### src/rtl/led_matrix_pkg.sv
// Shared types and helpers for the LED-matrix scanner.
// Latency: none; holds only types, constants and pure functions.
// Backpressure: not applicable.
package led_matrix_pkg;

  typedef enum logic [1:0] {
    ST_IDLE  = 2'd0,
    ST_BLANK = 2'd1,
    ST_ON    = 2'd2
  } scan_state_t;

  localparam int DEF_ROWS        = 8;
  localparam int DEF_COLS        = 8;
  localparam int DEF_DWELL       = 2048;
  localparam int DEF_BLANK       = 16;
  localparam int DEF_BRIGHT_BITS = 4;

  // Index/counter width for n states. A width is never allowed to be zero,
  // so a single-row matrix still gets a 1-bit row_idx.
  function automatic int width_of(input int n);
    return (n > 2) ? $clog2(n) : 1;
  endfunction

  // Converts an active-high "line is on" value to the pin level.
  function automatic logic pol_apply(input logic active, input logic active_low);
    return active ^ active_low;
  endfunction

endpackage

### src/rtl/led_scan_timer.sv
// Row timing for the scanner: blank/dwell down-counter plus the PWM phase counter.
// Latency: tc is combinational from the count; a load takes effect on the next CLK.
// Backpressure: none; follows the controls it is given every cycle.
// Ports: clr forces idle; load_blank/load_dwell start a window (load_dwell also zeroes
//        the PWM phase); pwm_run advances the phase; tc flags the last window cycle;
//        pwm_nxt is the phase the next cycle will hold.
module led_scan_timer
  import led_matrix_pkg::*;
#(
  parameter int DWELL       = DEF_DWELL,
  parameter int BLANK       = DEF_BLANK,
  parameter int BRIGHT_BITS = DEF_BRIGHT_BITS
) (
  input  logic                   CLK,
  input  logic                   RST_N,
  input  logic                   clr,
  input  logic                   load_blank,
  input  logic                   load_dwell,
  input  logic                   pwm_run,
  output logic                   tc,
  output logic [BRIGHT_BITS-1:0] pwm_nxt
);

  localparam int CW = width_of((DWELL > BLANK) ? DWELL : BLANK);

  logic [CW-1:0]          cnt;
  logic [BRIGHT_BITS-1:0] pwm_cnt;

  // Count reaches zero in the last cycle of a window, so a window loaded
  // with N-1 lasts exactly N cycles.
  assign tc = (cnt == '0);

  always_comb begin
    pwm_nxt = pwm_cnt;
    if (clr || load_dwell) pwm_nxt = '0;
    else if (pwm_run)      pwm_nxt = pwm_cnt + 1'b1;
  end

  always_ff @(posedge CLK or negedge RST_N) begin
    if (!RST_N) begin
      cnt     <= '0;
      pwm_cnt <= '0;
    end else begin
      pwm_cnt <= pwm_nxt;
      if (clr)             cnt <= '0;
      else if (load_dwell) cnt <= CW'(DWELL - 1);
      else if (load_blank) cnt <= CW'(BLANK - 1);
      else if (!tc)        cnt <= cnt - 1'b1;
    end
  end

endmodule

### src/rtl/led_matrix_scan.sv
// Multiplexed ROWS x COLS LED scanner with blanking, global PWM and a double-buffered frame.
// Latency: all outputs registered; enable changes are seen on the lines one CLK later.
// Backpressure: frame_ready low while a frame waits in the shadow buffer; it frees at a frame boundary.
// Ports: enable starts/stops scanning; frame_data/frame_valid/frame_ready load the shadow
//        buffer; brightness sets duty; rows/columns drive the pins; row_idx is the current
//        row; frame_start pulses in the first blank cycle of row 0.
module led_matrix_scan
  import led_matrix_pkg::*;
#(
  parameter int   ROWS           = DEF_ROWS,
  parameter int   COLS           = DEF_COLS,
  parameter int   DWELL          = DEF_DWELL,
  parameter int   BLANK          = DEF_BLANK,
  parameter int   BRIGHT_BITS    = DEF_BRIGHT_BITS,
  parameter bit   ROW_ACTIVE_LOW = 1'b0,
  parameter bit   COL_ACTIVE_LOW = 1'b1,
  localparam int  ROW_W          = width_of(ROWS)
) (
  input  logic                   CLK,
  input  logic                   RST_N,
  input  logic                   enable,
  input  logic [ROWS*COLS-1:0]   frame_data,
  input  logic                   frame_valid,
  output logic                   frame_ready,
  input  logic [BRIGHT_BITS-1:0] brightness,
  output logic [ROWS-1:0]        rows,
  output logic [COLS-1:0]        columns,
  output logic [ROW_W-1:0]       row_idx,
  output logic                   frame_start
);

  localparam logic [ROW_W-1:0] LAST_ROW = ROW_W'(ROWS - 1);
  localparam logic [ROWS-1:0]  ROWS_OFF = {ROWS{ROW_ACTIVE_LOW}};
  localparam logic [COLS-1:0]  COLS_OFF = {COLS{COL_ACTIVE_LOW}};

  scan_state_t                 state;
  logic [ROWS-1:0][COLS-1:0]   display;
  logic [ROWS-1:0][COLS-1:0]   shadow;
  logic                        pending;

  logic                        tc;
  logic                        tmr_clr;
  logic                        tmr_load_blank;
  logic                        tmr_load_dwell;
  logic                        pwm_run;
  logic [BRIGHT_BITS-1:0]      pwm_nxt;

  logic                        accept;
  logic                        boundary;
  logic                        pending_nxt;
  logic [ROW_W-1:0]            row_nxt;
  logic [ROWS-1:0]             rows_on;
  logic [ROWS-1:0]             rows_drv;
  logic [COLS-1:0]             cols_on;
  logic [COLS-1:0]             cols_drv;

  // Timer controls mirror the transitions taken by the state register below.
  always_comb begin
    tmr_clr        = !enable;
    tmr_load_blank = enable && ((state == ST_IDLE) || ((state == ST_ON) && tc));
    tmr_load_dwell = enable && (state == ST_BLANK) && tc;
    pwm_run        = enable && (state == ST_ON);
  end

  led_scan_timer #(
    .DWELL       (DWELL),
    .BLANK       (BLANK),
    .BRIGHT_BITS (BRIGHT_BITS)
  ) u_timer (
    .CLK        (CLK),
    .RST_N      (RST_N),
    .clr        (tmr_clr),
    .load_blank (tmr_load_blank),
    .load_dwell (tmr_load_dwell),
    .pwm_run    (pwm_run),
    .tc         (tc),
    .pwm_nxt    (pwm_nxt)
  );

  // Only an empty shadow can accept, so an accept never coincides with a
  // boundary that still has a pending frame to swap in. A frame accepted on
  // the boundary cycle therefore waits for the following boundary.
  assign accept      = frame_valid && frame_ready;
  assign boundary    = enable && (state == ST_ON) && tc && (row_idx == LAST_ROW);
  assign pending_nxt = accept || (pending && !boundary);
  assign row_nxt     = (row_idx == LAST_ROW) ? '0 : row_idx + 1'b1;

  // Line levels for the coming cycle; pwm_nxt is the phase that cycle will show.
  always_comb begin
    rows_on          = '0;
    rows_on[row_idx] = 1'b1;
    cols_on          = display[row_idx] & {COLS{pwm_nxt < brightness}};
    for (int i = 0; i < ROWS; i++) rows_drv[i] = pol_apply(rows_on[i], ROW_ACTIVE_LOW);
    for (int j = 0; j < COLS; j++) cols_drv[j] = pol_apply(cols_on[j], COL_ACTIVE_LOW);
  end

  always_ff @(posedge CLK or negedge RST_N) begin
    if (!RST_N) begin
      state       <= ST_IDLE;
      display     <= '0;
      shadow      <= '0;
      pending     <= 1'b0;
      frame_ready <= 1'b1;
      row_idx     <= '0;
      frame_start <= 1'b0;
      rows        <= ROWS_OFF;
      columns     <= COLS_OFF;
    end else begin
      if (accept)              shadow  <= frame_data;
      if (boundary && pending) display <= shadow;
      pending     <= pending_nxt;
      frame_ready <= !pending_nxt;

      frame_start <= 1'b0;
      rows        <= ROWS_OFF;
      columns     <= COLS_OFF;

      if (!enable) begin
        state   <= ST_IDLE;
        row_idx <= '0;
      end else begin
        case (state)
          ST_IDLE: begin
            state       <= ST_BLANK;
            row_idx     <= '0;
            frame_start <= 1'b1;
          end
          ST_BLANK: begin
            if (tc) begin
              state   <= ST_ON;
              rows    <= rows_drv;
              columns <= cols_drv;
            end
          end
          ST_ON: begin
            if (tc) begin
              state       <= ST_BLANK;
              row_idx     <= row_nxt;
              frame_start <= (row_nxt == '0);
            end else begin
              rows    <= rows_drv;
              columns <= cols_drv;
            end
          end
          default: state <= ST_IDLE;
        endcase
      end
    end
  end

endmodule
### config.mk
export PLATFORM = sky130hd
export DESIGN_NAME = led_matrix_scan
export DESIGN_NICKNAME = d
export VERILOG_FILES = /design/src/rtl/led_matrix_pkg.sv /design/src/rtl/led_scan_timer.sv /design/src/rtl/led_matrix_scan.sv
export SDC_FILE = /design/constraint.sdc
export NUM_CORES = 1
export LEC_CHECK = 0
export CELL_PAD_IN_SITES_DETAIL_PLACEMENT = 0
export CELL_PAD_IN_SITES_GLOBAL_PLACEMENT = 1
export CORE_MARGIN = 2
export CORE_UTILIZATION = 30
export CTS_BUF_LIST = sky130_fd_sc_hd__clkbuf_2
export DETAILED_ROUTE_END_ITERATION = 6
export GPL_ROUTABILITY_DRIVEN = 0
export HOLD_SLACK_MARGIN = 0.02
export PLACE_DENSITY_LB_ADDON = 0.1
export SLEW_MARGIN = 10
export SYNTH_ARGS = -nofsm -noshare
export SYNTH_HDL_FRONTEND = slang
export SYNTH_SLANG_ARGS = --single-unit
### constraint.sdc
create_clock -name CLK -period 4.1 [get_ports CLK]
set_input_delay 1.025 -clock CLK [delete_from_list [all_inputs] [get_ports CLK]]
set_output_delay 1.025 -clock CLK [all_outputs]
set_load 0.03 [all_outputs]
==> results.cfg <==
[sta]
final-hold-violation-count = 0
setup_violations = 0
skew_ps = 33.9
rsz0062_at_grt = no
timing.final.crit_share_pct = 75.4
final.min_clock_period_ps = 3090
slew_violations = 0
tightest_slew_ps = 915
clock.fmax_mhz = 323
slew_headroom_pct = 39.0
finalSetupTns_ps = 0

[critical_path]
slowest_stage = clkdlybuf4s50_1
cpPeakStageDelay_ps = 760
crit_chain = clkdlybuf4s50_1
worst-endpoint-arrival_ps = 2070
worstSetupPathType = reg2out
rrSetupSlack_ps = 1220
start_kind = register
cp_num_buf_inv = 1
cp_num_cells = 1
crit_path_end_kind = primary output
crit_required_ps = 3070
cp_max_fo = 6
r2r_cells = 11
rr_endpoint = columns[2]
worstReg2RegStart = u_timer.cnt[0]
crit_family = buffers and inverters

[logic_synthesis]
synthCells = 498
async_flop_share_pct = 100
ys_seq_area_share_pct = 57.7
ys_types = 47
synth_area_per_cell_um2 = 14.6
syn_area_mm2 = 0.00726
syn_nets = 582
synth-seq-cells = 167
ys.flop_type = dfrtp_1
synth-edff-count = 0
yosysWarnings = 0
synthTopCellsByArea = dfrtp_1, mux2_2, mux4_2
synth.top_cell.area_share_pct = 54.5
post-synth-top-area-cell = dfrtp_1

[power]
power_leakage_nw = 3.83
p_per_area_mw_per_mm2 = 403
irDropWorstVdd_mv = 0.182

[route]
vias = 4241
wl_per_cell_um = 16.7
drtIter0Drc = 186
drt-vias-per-instance = 4.58
dr.pass1.iters = 4
route.antenna.remaining_nets = 0
routed_wl_um = 15400
drc = 0

[die]
num_rows = 56
core_mm2 = 0.0236
die_y_um = 160
dieArea_mm2 = 0.0255
ioPinCount = 93
die_x_um = 160
start_util_pct = 30.7

[placement]
post-dp-hpwl_um = 10800
portBuffers = 92

[final_layout]
final_common_cell = dfrtp_1
regArea_mm2 = 0.00419
finalNetCount = 677
drive_gt1_share_pct = 33.7
utilization_pct = 37.0
multi_input_area_mm2 = 0.00288
final_cell_mix = dfrtp_1, mux2_2, clkdlybuf4s50_1
area_delta_synth_final_pct = 20.4
num-fill-cells = 2302

[cts]
cts_tree = done
htree_levels = 4
postCtsSetupBuffers = 0
cts_buffers = 17
clock-sinks = 167
cts_root_buffer = clkbuf_2
clk_latency_ps = 720
post_cts_resized = 0
path_clk_slew_ps = 240
ctsLongestPathBuffers = 2
hold_buffers = 0

[global_routing]
track_usage_pct = 13.0
grt_max_degree = 86
antenna_found_initial = 1
grt-ovfl-total = 0
grt_pass1_vias = 4750
grt_pass1_wl_um = 25800

[hold_path]
min_path_type = in2async

[job]
drv_cap = 0

[status]
status = complete, no violations
-- where the power goes --
group | internal [mW] | switching [mW] | total [mW]
Sequential | 1.93 | 0.166 | 2.09
Clock | 0.226 | 0.604 | 0.830
Combinational | 0.346 | 0.253 | 0.599
Total | 2.50 | 1.02 | 3.52
-- cell usage after synthesis (4+ instances only) --
cell type  instances
o21a_1             4
a21oi_1            6
and3_1             4
mux4_2            16
o21ai_0           13
dfstp_2            9
a21boi_0           4
ha_1              12
nor3_1            14
clkbuf_1          17
nor2_1            19
mux2i_1           11
and2_1             4
nor2b_1            4
dfrtp_1          158
mux2_1             5
buf_6              7
nand2_1           13
inv_1             10
mux2_2           127
xor2_1             5
-- per-stage QoR --
step | hold WS (ps) | setup slack (ps) | cells | total power, mW | instance area, um2
after floorplan | 454 | 1520 | 498 | 2.48 | 7260
after global placement | 469 | 1030 | 893 | 2.73 | 8520
after detailed placement | 474 | 946 | 893 | 2.75 | 8520
after CTS | 155 | 867 | 925 | 3.60 | 8740
after global routing | 150 | 841 | 926 | 3.75 | 8740
final | 223 | 1010 | 926 | 3.52 | 8740
-- worst max-delay path by stage --
stage | start | to
5_1_grt | row_idx[0] | row_idx[0]
4_1_cts | row_idx[0] | row_idx[0]
3_3_place_gp | enable | columns[0]
6_report | row_idx[2] | row_idx[2]
3_5_place_dp | enable | columns[2]
2_1_floorplan | enable | columns[0]
-- final cells by class --
type,count,share of cell area [%]
Clock buffer,18,1.03
Tap cell,319,4.57
Multi-Input combinational cell,295,33.0
Sequential cell,167,48.0
Timing Repair Buffer,102,11.6
Clock inverter,14,1.46
Antenna cell,1,0.0286
Inverter,10,0.429
-- registers in the layout, summed over array words and instances, names as in the netlist, 2 cells and up --
name             count
columns              8
display             64
row_idx              3
rows                 8
shadow              64
state                2
u_timer.cnt         11
u_timer.pwm_cnt      4
-- routing by layer --
metal | vias to the layer above | part of all wire, % | GRT usage (%)
met5 | - | 0 | 0
met4 | 0 | 1.4 | 4.34
met3 | 13 | 3.5 | 3.15
met2 | 77 | 49 | 21.4
met1 | 2169 | 46 | 16.9
li1 | 1982 | - | -
-- logic make-up after synthesis --
group                      share of synthesized area (%)
DFF                                                 57.7
muxes                                               27.0
and+or+nand+nor                                     6.43
AOI/OAI and AO/OA                                   3.26
buffers and inverters                               2.60
adders and majority gates                           2.07
xor gates and xnor gates                           0.965
(Power assumes the default switching activity.)
